### src/rtl/uart_tx_arbiter.sv
// uart_tx_arbiter: round-robin, packet-locked arbiter that shares one UART
// transmitter between NREQ show-ahead FIFO heads. The granted source is muxed
// onto the transmitter and the transmitter's consume pulse is turned into a
// one-cycle pop for that source only.
module uart_tx_arbiter #(
    parameter int NREQ      = 4,
    parameter int MAX_BURST = 0
) (
    input  logic                sclk,
    input  logic                rstn,
    input  logic [NREQ-1:0]     req_empty_i,
    input  logic [8*NREQ-1:0]   req_data_i,
    input  logic [NREQ-1:0]     req_last_i,
    output logic [NREQ-1:0]     req_rd_o,
    output logic                tx_empty_o,
    output logic [7:0]          tx_data_o,
    input  logic                tx_pop_i,
    output logic [NREQ-1:0]     grant_o,
    output logic                busy_o,
    output logic                err_o
);

    localparam int PW = (NREQ > 1) ? $clog2(NREQ) : 1;
    localparam int BW = (MAX_BURST > 0) ? $clog2(MAX_BURST + 1) : 1;

    typedef enum logic [1:0] {IDLE, SERVE, MASK, REL} state_t;

    state_t        state;
    logic [PW-1:0] grant_idx;
    logic [PW-1:0] rr_ptr;
    logic [BW-1:0] burst_cnt;

    logic [PW-1:0] sel_idx;
    logic [PW-1:0] hi_idx;
    logic          sel_valid;
    logic          hi_valid;
    logic [PW-1:0] next_ptr;
    logic          burst_hit;
    logic          rel;
    logic [7:0]    data_arr [NREQ];

    // Split the flat head-byte bus into one byte per requester.
    generate
        for (genvar gi = 0; gi < NREQ; gi++) begin : g_split
            assign data_arr[gi] = req_data_i[8*gi +: 8];
        end
    endgenerate

    // Round-robin search: lowest non-empty index at or above rr_ptr wins,
    // otherwise wrap around to the lowest non-empty index overall.
    always_comb begin
        sel_valid = 1'b0;
        sel_idx   = '0;
        hi_valid  = 1'b0;
        hi_idx    = '0;
        for (int i = NREQ - 1; i >= 0; i--) begin
            if (!req_empty_i[i]) begin
                sel_valid = 1'b1;
                sel_idx   = PW'(i);
                if (i >= int'(rr_ptr)) begin
                    hi_valid = 1'b1;
                    hi_idx   = PW'(i);
                end
            end
        end
        if (hi_valid) begin
            sel_idx = hi_idx;
        end
    end

    // Release decision, taken from the head sampled in the pop cycle itself.
    always_comb begin
        burst_hit = (MAX_BURST != 0) && ((int'(burst_cnt) + 1) == MAX_BURST);
        rel       = req_last_i[grant_idx] | burst_hit;
        next_ptr  = (int'(grant_idx) == NREQ - 1) ? '0 : grant_idx + 1'b1;
    end

    // Transmitter side: head of the granted source while serving; the mask and
    // release cycles hide the stale head while the source is being popped.
    always_comb begin
        tx_data_o  = busy_o ? data_arr[grant_idx] : 8'h00;
        tx_empty_o = (state == SERVE) ? req_empty_i[grant_idx] : 1'b1;
    end

    // Arbitration FSM with registered grant, pop, busy and sticky error.
    always_ff @(posedge sclk) begin
        if (!rstn) begin
            state     <= IDLE;
            grant_idx <= '0;
            grant_o   <= '0;
            busy_o    <= 1'b0;
            req_rd_o  <= '0;
            err_o     <= 1'b0;
            rr_ptr    <= '0;
            burst_cnt <= '0;
        end else begin
            req_rd_o <= '0;
            case (state)
                IDLE: begin
                    if (tx_pop_i) begin
                        err_o <= 1'b1;
                    end
                    if (sel_valid) begin
                        grant_o   <= NREQ'(1) << sel_idx;
                        grant_idx <= sel_idx;
                        busy_o    <= 1'b1;
                        state     <= SERVE;
                    end
                end
                SERVE: begin
                    if (tx_pop_i) begin
                        req_rd_o <= NREQ'(1) << grant_idx;
                        if (rel) begin
                            // Grant drops in the same cycle the final pop is issued.
                            grant_o   <= '0;
                            busy_o    <= 1'b0;
                            burst_cnt <= '0;
                            rr_ptr    <= next_ptr;
                            state     <= REL;
                        end else begin
                            if (MAX_BURST != 0) begin
                                burst_cnt <= burst_cnt + 1'b1;
                            end
                            state <= MASK;
                        end
                    end
                end
                MASK: begin
                    if (tx_pop_i) begin
                        err_o <= 1'b1;
                    end
                    state <= SERVE;
                end
                REL: begin
                    if (tx_pop_i) begin
                        err_o <= 1'b1;
                    end
                    state <= IDLE;
                end
                default: state <= IDLE;
            endcase
        end
    end

endmodule

### config.mk
export PLATFORM = sky130hd
export DESIGN_NAME = uart_tx_arbiter
export DESIGN_NICKNAME = d
export VERILOG_FILES = /design/src/rtl/uart_tx_arbiter.sv
export SDC_FILE = /design/constraint.sdc
export NUM_CORES = 1
export LEC_CHECK = 0
export BUFFER_PORTS_ARGS = -buffer_cell sky130_fd_sc_hd__clkbuf_2
export CAP_MARGIN = 5
export CORE_MARGIN = 8
export CORE_UTILIZATION = 42
export DETAILED_ROUTE_END_ITERATION = 8
export GPL_TIMING_DRIVEN = 0
export PLACE_DENSITY = 0.89
export SLEW_MARGIN = 20
export SYNTH_ARGS = -nofsm -noshare
export SYNTH_HDL_FRONTEND = slang
export SYNTH_SLANG_ARGS = --single-unit
### constraint.sdc
create_clock -name sclk -period 2.4 [get_ports sclk]
set_clock_uncertainty 0.2 [all_clocks]
set_input_delay 0.72 -clock sclk [delete_from_list [all_inputs] [get_ports sclk]]
set_output_delay 0.72 -clock sclk [all_outputs]
set_load 0.03 [all_outputs]
## After elaboration in Yosys (flattened, before gate mapping)

Index checks and enable logic that the tools add are counted.

| storage, ports and cells | value |
|---|---|
| register bits | 16 |
| output and inout port bits | 19 |
| logic and storage cells | 75 |

| operators by class | value |
|---|---|
| add/subtract/negate cells | 1 |
| order comparisons | 5 |
| eq/ne operators | 7 |
| shift operators | 2 |
| multiplexer cells | 43 |
| bitwise logic cells | 1 |
| reductions and logical operators | 9 |

Operator list:

| kind | number |
|---|---|
| $mux 2 | 14 |
| $mux 8 | 3 |
| $mux 1 | 17 |
| $bmux 8 s2 | 1 |
| $mux 4 | 3 |
| $pmux 2 s4 | 1 |
| $pmux 4 s2 | 1 |
| $shl 1x2->4 const A | 2 |
| $ne 2x2->1 const B | 3 |
| $reduce_and 2->1 | 3 |
| $reduce_and 3->1 | 2 |
| $bmux 1 s2 | 2 |
| $eq 2x1->1 const B | 2 |
| $eq 2x2->1 const B | 2 |
| $ge 1x2->1 const A | 2 |
| $reduce_and 4->1 | 1 |
| $ge 3x3->1 const B | 1 |
| $lt 2x3->1 const B | 1 |
| $not 2->3 | 1 |
| $reduce_or 3->1 | 1 |
| $add 2x1->2 const B | 1 |
| $ge 2x2->1 const A | 1 |
| $logic_not 2->1 | 1 |
| $pmux 1 s2 | 1 |
| $reduce_bool 2->1 | 1 |

## Depth between registers and ports, before layout

Gate-level depths: netlist (run 1).

| logic depth | value |
|---|---|
| depth in word-level cells | 11 |
| gate-level depth with buffers | 5 |
| mapped depth without buffers | 5 |

## Least setup slack after synthesis (run 1)

No wires, ideal clock.

| path | value |
|---|---|
| path type | input-to-output |
| from | input port req_empty_i[1] |
| to | output port tx_empty_o |
| arrival time | 1,470 ps |
| required time | 1,480 ps |
| path slack | 10 ps |
| stages on the path | 2 |
| cell sequence | mux4_1 nand2b_1 |

| on the way | value |
|---|---|
| cells in the longest elaborated chain, start to end | 3 |

RTL lines:

| item | RTL line | source |
|---|---|---|
| from (decl) | 11 | `input logic [NREQ-1:0] req_empty_i,` |
| $bmux 1 s2 | 82 | `tx_empty_o = (state == SERVE) ? req_empty_i[grant_idx] : 1'b1;` |
| $mux 1 (implied by the code) | 82 |  |
| $mux 1 | 82 |  |
| to (decl) | 15 | `output logic tx_empty_o,` |

No other way between the ends. The select of a mux whose other input is x is not followed.

## Final worst setup path (run 1)

| path | value |
|---|---|
| from | input port req_empty_i[2] |
| to | output port tx_empty_o |

Same word-level chain as after synthesis.

==> results.json, run 1 <==
{
  "status": "finished, violations left",
  "violations": "negative setup slack",
  "fp.dieH_um": 65.5,
  "p_leak_uw": 0.000746,
  "whs_ps": 281,
  "worstPathRequired_ps": 1480,
  "cap_violations": 0,
  "p_int_uw": 542,
  "grt_pass1_wl_um": 5460,
  "pin_count": 62,
  "wl_per_cell_um": 16.8,
  "nFillCells": 184,
  "drt-vias-per-instance": 5.55,
  "grt_overflow": 0,
  "finalCritPeriodShare_pct": 110,
  "diodes": 0,
  "p_comb_share_pct": 40.2,
  "numCtsBuffers": 3,
  "pwr-share-seq_pct": 37.3,
  "start_util_pct": 42.8,
  "path_clk_slew_ps": 90,
  "sw_frac_of_total_pct": 32.7,
  "htree_num_levels": 1,
  "layout_common_cells": "clkbuf_2, dfxtp_1, mux4_2, nand2_1",
  "p_total_uw": 806,
  "dr.pass1.iters": 4,
  "rsz0062_at_grt": "true",
  "vias": 1155,
  "clock_latency_ps": 290,
  "route.detailed.drc": 0,
  "port_buffers": 61,
  "synth_cell_types": 32,
  "power_switching_uw": 264,
  "path_buf_inv": 2,
  "ir_worst_vdd_v": 0.000471,
  "slowest_delay_ps": 530,
  "path_cells": "clkbuf_2 > mux4_1 > nand2b_4 > clkbuf_8",
  "worst_slack_ps": -245,
  "drv_slew": 0,
  "antenna_left": 0,
  "dpl.hpwl_um": 2620,
  "die_w_um": 65.5,
  "synthCells": 106,
  "slew-limit-headroom_pct": 70.5,
  "core_mm2": 0.00241,
  "final_common_cell": "clkbuf_2",
  "crit_family": "multiplexers",
  "hold_buffers": 0,
  "worst_hold_path_type": "reg2reg",
  "rows": 18,
  "critical_path.max_fanout": 8,
  "ys_warn_count": 0,
  "grt_usage_pct": 16.0,
  "placed_area_mm2": 0.00137,
  "synth.largest_area_cell": "dfxtp_1",
  "powerDensity_mw_per_mm2": 512,
  "area_delta_synth_final_pct": 52.8,
  "arrival_ps": 1730,
  "grt_pass1_vias": 1202,
  "drive_gt1_share_pct": 55.1,
  "synth_top_area_share_pct": 31.1,
  "nNetsFinal": 223,
  "drt_iter0_markers": 30,
  "worst_setup_path_end_kind": "primary output",
  "netlist_area_mm2": 0.00103,
  "antenna_found_initial": 0,
  "clockBufferDepth": 2,
  "cts_sinks": 16,
  "postSynthAreaPerCell_um2": 9.73,
  "synth.area.top_cells": "dfxtp_1, mux4_1, mux4_2",
  "hold_viol_final": 0,
  "cp-start-kind": "input pin",
  "dieArea_mm2": 0.00430,
  "setup_violations": 9,
  "max_freq_mhz": 378,
  "grt_max_degree": 11,
  "gp_congestion": 0.837,
  "multi_input_comb_area_um2": 684,
  "criticalPathCategory": "in2out",
  "syn_nets": 150,
  "routed_wl_um": 3500,
  "tritoncts": "built",
  "fin_tns_setup_ps": -1700,
  "ys_seq_area_share_pct": 31.1,
  "pwr-share-clk_pct": 22.4,
  "synth-seq-cells": 16,
  "design_area_mm2": 0.00158,
  "min_period_ps": 2650,
  "slowest_stage": "mux4_1",
  "worst_pin_slew_ps": 441,
  "ff_latch_area_um2": 323,
  "root_buffer": "clkbuf_4",
  "final_util_pct": 65.4
}
==> cell type report <==
cell class / instances / area share, %
repair buffers: 68 / 28.0
inverters: 4 / 0.953
clock buffers: 4 / 2.30
multi-input cells: 82 / 43.4
well taps: 30 / 2.38
flip-flops and latches: 16 / 20.5
plain buffers: 4 / 2.38
==> final timing paths <==
kind,from,to,slack [ps],depth (start not counted)
min reg2reg,grant_o[3],grant_o[3],280,1
min,grant_o[3],grant_o[3],280,1
max reg2reg,grant_idx[0],grant_o[2],410,7
max,req_empty_i[2],tx_empty_o,-250,4
==> worst register-to-register path, stage by stage, from the launching register on <==
cell and delay [ps]:
dfxtp_2 340, buf_6 120, buf_4 110, buf_4 100, mux4_2 510, and3_4 210, o21ai_4 180, a22o_1 160
==> state kept, by name (all words and copies together) (netlist names) <==
register	flops
grant_idx	2
req_rd_o	4
busy_o	1
state	2
rr_ptr	2
err_o	1
grant_o	4
==> what timing repair did <==
item | in CTS | in global routing
buffers inserted | 5 | 2
pin swaps | 0 | 0
endpoints found under the setup margin | 9 | 9
gates resized for setup | 33 | 12
==> stage by stage <==
step	setup slack (ps)	cells
detailed placement	-236	197
global route	-294	208
floorplan	9.52	106
CTS	-248	206
finish	-245	208
global placement	-219	197
==> Yosys cell counts (all sizes together) <==
cell type	number
nor2	8
or2	1
o21ai	8
a31oi	1
a22o	2
nor3b	1
nor3	2
o41ai	1
and3	2
o2bb2ai	2
buf	2
nand4	3
ha	1
o21bai	2
dfxtp	16
nor2b	4
a21boi	1
nand3	7
a21oi	3
nand2	9
o21a	2
nand2b	2
mux4	10
and2	8
inv	4
or3	1
clkbuf	2
and4	1
==> kinds of logic (layout without fill, tap and decap cells) <==
family	Yosys count	after routing	synth area share, %
buf+inv	8	80	3.76
fa+ha+maj	1	1	1.21
flops	16	16	31.1
mux	10	10	23.7
compound gates	22	22	14.9
simple gates	49	49	25.4
==> metal layers <==
metal	wire, um	global-route usage, %	part of all wire [%]	up-vias
met1	1250	16.3	36	556
met3	147	4.76	4.2	10
met5	0	0	0	-
met4	128	6.81	3.7	0
met2	1980	29.6	56	46
li1	-	-	-	543
==> power by group through the flow <==
| stage | registers, uW | logic (uW) | clock network, uW |
|---|---|---|---|
| 3_5_place_dp | 304 | 247 | 0 |
| 6_report | 301 | 324 | 181 |
| 5_1_grt | 304 | 344 | 199 |
| 3_3_place_gp | 303 | 238 | 0 |
| 4_1_cts | 300 | 302 | 190 |
| 2_1_floorplan | 319 | 143 | 0 |
Note: power is estimated with default switching activity, not from simulation.
==> inputs of run 2 (changes only) <==
--- a/config.mk
+++ b/config.mk
@@ -12,6 +12,7 @@
 export DETAILED_ROUTE_END_ITERATION = 8
 export GPL_TIMING_DRIVEN = 0
 export PLACE_DENSITY = 0.89
+export RECOVER_POWER = 50
 export SLEW_MARGIN = 20
 export SYNTH_ARGS = -nofsm -noshare
 export SYNTH_HDL_FRONTEND = slang
==> results.json, run 2 (synthesized netlist as in run 1, its figures left out) <==
{
  "antenna_left": 0,
  "critical_path.max_fanout": 8,
  "hold_viol_final": 0,
  "final_common_cell": "clkbuf_2",
  "p_total_uw": 804,
  "ff_latch_area_um2": 323,
  "routed.top_layer": "met4",
  "root_buffer": "clkbuf_4",
  "power_switching_uw": 263,
  "ir_worst_vdd_v": 0.000470,
  "top_regs": "grant_o: 4 flops, req_rd_o: 4 flops",
  "numCtsBuffers": 3,
  "dr.pass1.iters": 4,
  "path_cells": "clkbuf_2 > mux4_1 > nand2b_4 > clkbuf_8",
  "htree_num_levels": 1,
  "rsz0062_at_grt": "true",
  "pin_count": 62,
  "nNetsFinal": 223,
  "p_comb_share_pct": 40.2,
  "layout_common_cells": "clkbuf_2, dfxtp_1, mux4_2, nand2_1",
  "dr_wl_met3_um": 155,
  "p_int_uw": 541,
  "pwr-share-seq_pct": 37.4,
  "drv_slew": 0,
  "setup_violations": 9,
  "grt_max_degree": 11,
  "slowest_stage": "mux4_1",
  "nFillCells": 185,
  "status": "finished, violations left",
  "route.detailed.drc": 0,
  "gp_congestion": 0.837,
  "powerDensity_mw_per_mm2": 513,
  "slowest_delay_ps": 530,
  "grt_usage_pct": 16.0,
  "reg2reg_from": "grant_idx[0]",
  "finalCritPeriodShare_pct": 110,
  "worst_slack_ps": -249,
  "worstPathRequired_ps": 1480,
  "fp.dieH_um": 65.5,
  "path_clk_slew_ps": 90,
  "drive_gt1_share_pct": 51.1,
  "core_mm2": 0.00241,
  "grt_overflow": 0,
  "hold_buffers": 0,
  "drt-vias-per-instance": 5.61,
  "fin_tns_setup_ps": -1700,
  "met1Wirelength_um": 1250,
  "multi_input_comb_area_um2": 684,
  "hold_start": "grant_o[3]",
  "worst_setup_path_end_kind": "primary output",
  "dieArea_mm2": 0.00430,
  "slew-limit-headroom_pct": 70.5,
  "worst_hold_path_type": "reg2reg",
  "wl_met2_um": 1970,
  "min_period_ps": 2650,
  "clockBufferDepth": 2,
  "diodes": 0,
  "crit_start": "req_empty_i[2]",
  "arrival_ps": 1730,
  "grt_pass1_wl_um": 5460,
  "start_util_pct": 42.8,
  "area_delta_synth_final_pct": 51.9,
  "antenna_found_initial": 0,
  "routed_wl_um": 3520,
  "port_buffers": 61,
  "clock_latency_ps": 290,
  "dpl.hpwl_um": 2620,
  "p_leak_uw": 0.000723,
  "rows": 18,
  "violations": "negative setup slack",
  "pwr-share-clk_pct": 22.4,
  "cp-start-kind": "input pin",
  "grt_pass1_vias": 1202,
  "criticalPathCategory": "in2out",
  "wl_per_cell_um": 16.9,
  "cts_sinks": 16,
  "tritoncts": "built",
  "drt_iter0_markers": 30,
  "worst_pin_slew_ps": 442,
  "sw_frac_of_total_pct": 32.7,
  "max_freq_mhz": 378,
  "die_w_um": 65.5,
  "vias": 1166,
  "cap_violations": 0
}
run 2: cell counts in the layout (fill, tap and decap cells not counted):
No cell type changed its count.
run 2: repair_timing:
item                                   4_1_cts  5_1_grt
setup endpoints to repair                    9        9
buffers inserted                             5        2
pin swaps                                    0        0
gates resized for setup                     33       12
endpoints found under the hold margin        0        0
run 2: worst max-delay path: cells and delay by family:
kind                   cells  cell delay (ps)
buffers and inverters      2              320
AND/OR/NAND/NOR            1              160
multiplexers               1              530
run 2: metrics by stage:
stage / setup WS (ps) / instance area (um2) / instances / hold WS [ps] / util [%]
after global placement: -219 / 1370 / 197 / 250 / 57.0
after global routing: -294 / 1570 / 208 / 305 / 65.0
after floorplan: 9.52 / 1030 / 106 / 282 / -
final: -249 / 1570 / 208 / 281 / 65.0
after detailed placement: -236 / 1370 / 197 / 262 / 57.0
after CTS: -248 / 1550 / 206 / 288 / 64.4
run 2: power by group through the flow:
stage | Combinational, uW | Sequential (uW) | Clock, uW
after floorplan | 143 | 319 | 0
after global placement | 238 | 303 | 0
after detailed placement | 247 | 304 | 0
after CTS | 302 | 300 | 190
after global routing | 343 | 304 | 199
final | 323 | 301 | 180
run 2: layout make-up:
class,count,area share (%)
well taps,30,2.40
flip-flops and latches,16,20.6
clock buffers,4,2.32
multi-input cells,82,43.7
inverters,4,0.958
repair buffers,68,27.6
plain buffers,4,2.40
run 2: metal layers:
metal,GRT usage (%),vias up
met1,16.3,564
li1,-,546
met5,0,-
met4,6.81,0
met2,29.6,44
met3,4.76,12
run 2: worst paths after layout:
kind	to	depth (start not counted)	slack (ps)
hold reg to reg	grant_o[3]	1	280
hold / removal	grant_o[3]	1	280
setup / recovery	tx_empty_o	4	-250
setup reg to reg	grant_o[2]	7	410
==> inputs of run 3 (changes only) <==
--- a/config.mk
+++ b/config.mk
@@ -11,8 +11,9 @@
 export CORE_UTILIZATION = 42
 export DETAILED_ROUTE_END_ITERATION = 8
 export GPL_TIMING_DRIVEN = 0
-export PLACE_DENSITY = 0.89
+export PLACE_DENSITY = 0.74
 export RECOVER_POWER = 50
+export SKIP_LAST_GASP = 1
 export SLEW_MARGIN = 20
 export SYNTH_ARGS = -nofsm -noshare
 export SYNTH_HDL_FRONTEND = slang
==> results.json, run 3 (synthesized netlist as in run 1, its figures left out) <==
{
  "slew-limit-headroom_pct": 71.7,
  "htree_num_levels": 1,
  "pin_count": 62,
  "tritoncts": "built",
  "slowest_stage": "mux4_2",
  "p_total_uw": 803,
  "powerDensity_mw_per_mm2": 510,
  "worst_pin_slew_ps": 425,
  "max_freq_mhz": 381,
  "path_clk_slew_ps": 100,
  "gp_congestion": 0.914,
  "worst_hold_path_type": "reg2reg",
  "grt_overflow": 0,
  "route.detailed.drc": 0,
  "dieArea_mm2": 0.00430,
  "cts_sinks": 16,
  "cp_common_cell": "buf_8",
  "grt_pass1_wl_um": 5180,
  "rows": 18,
  "setup_violations": 9,
  "hold_viol_final": 0,
  "rsz0062_at_grt": "true",
  "ir_worst_vdd_v": 0.000356,
  "drv_slew": 0,
  "path_buf_inv": 3,
  "worstPathRequired_ps": 1480,
  "dr.pass1.iters": 4,
  "routed_wl_um": 3210,
  "violations": "negative setup slack",
  "criticalPathCategory": "reg2out",
  "worst_slack_ps": -226,
  "clock_latency_ps": 290,
  "drive_gt1_share_pct": 50.8,
  "drt_iter0_markers": 30,
  "start_util_pct": 42.8,
  "finalCritPeriodShare_pct": 109,
  "path_cells": "buf_6 > buf_8 > mux4_2 > and2_4 > buf_8",
  "pre_cts_ws_ps": -231,
  "wl_per_cell_um": 15.5,
  "p_leak_uw": 0.000722,
  "area_delta_synth_final_pct": 52.9,
  "final_common_cell": "clkbuf_2",
  "status": "finished, violations left",
  "grt_usage_pct": 15.3,
  "arrival_ps": 1710,
  "crit_family": "multiplexers",
  "fp.dieH_um": 65.5,
  "min_period_ps": 2630,
  "final_cells": 207,
  "cp-start-kind": "flop",
  "nNetsFinal": 222,
  "cap_violations": 0,
  "layout_common_cells": "clkbuf_2, dfxtp_1, buf_8, mux4_2, nand2_1",
  "clockBufferDepth": 2,
  "top_regs": "grant_o: 4 flops, req_rd_o: 4 flops",
  "final_util_pct": 65.4,
  "antenna_found_initial": 0,
  "drt-vias-per-instance": 5.31,
  "grt_max_degree": 11,
  "vias": 1100,
  "worst_setup_path_end_kind": "primary output",
  "antenna_left": 0,
  "diodes": 0,
  "dp_cells": 197,
  "port_buffers": 61,
  "grt_pass1_vias": 1150,
  "core_mm2": 0.00241,
  "fin_tns_setup_ps": -1770,
  "die_w_um": 65.5,
  "root_buffer": "clkbuf_4",
  "slowest_delay_ps": 510,
  "hold_buffers": 0,
  "critical_path.max_fanout": 6,
  "dpl.hpwl_um": 2600,
  "numCtsBuffers": 3
}
## run 3: layout make-up
cell class,instances,area [um2]
multi-input combinational,82,684
sequential,16,323
buffer,4,35.0
fill,197,833
timing repair buffer,67,445
inverter,4,15.0
tap,30,37.5
clock buffer,4,36.3
## run 3: worst reg2reg max path, cell delays in order, from the launching register on
cell and delay, ps:
dfxtp_2 350, buf_6 130, buf_4 110, buf_4 90
mux4_2 510, and3_4 210, o21ai_4 180, a22o_1 160
## run 3: power breakdown
group	leakage [uW]	internal, uW	switching (uW)
Sequential	0.000132	282	18.6
Combinational	0.000569	170	152
Clock	0.0000210	92.4	87.8
Total	0.000722	545	259
## run 3: timing repair
| item | in CTS | in global routing |
|---|---|---|
| gates resized for setup | 38 | 8 |
| endpoints found under the setup margin | 9 | 9 |
| hold endpoints to repair | 0 | 0 |
| setup buffers | 5 | 1 |
## run 3: per-layer routing
layer,track usage [%],vias to the layer above,wire length (um)
li1,-,542,-
met5,0,-,0
met4,1.63,0,0
met2,30.6,23,1900
met1,15.6,535,1170
met3,4.25,0,140
## run 3: per-stage QoR
stage	area (um2)	hold slack, ps
2_1_floorplan	1030	282
3_3_place_gp	1370	248
3_5_place_dp	1370	249
4_1_cts	1570	273
5_1_grt	1580	299
6_report	1580	270
## run 3: path summary, 6_finish.rpt
check,startpoint,endpoint,slack (ps),depth (start not counted)
setup / recovery,grant_idx[0],tx_data_o[0],-230,5
hold reg to reg,grant_o[1],grant_o[1],270,1
hold / removal,grant_o[1],grant_o[1],270,1
setup reg to reg,grant_idx[0],grant_o[2],420,7
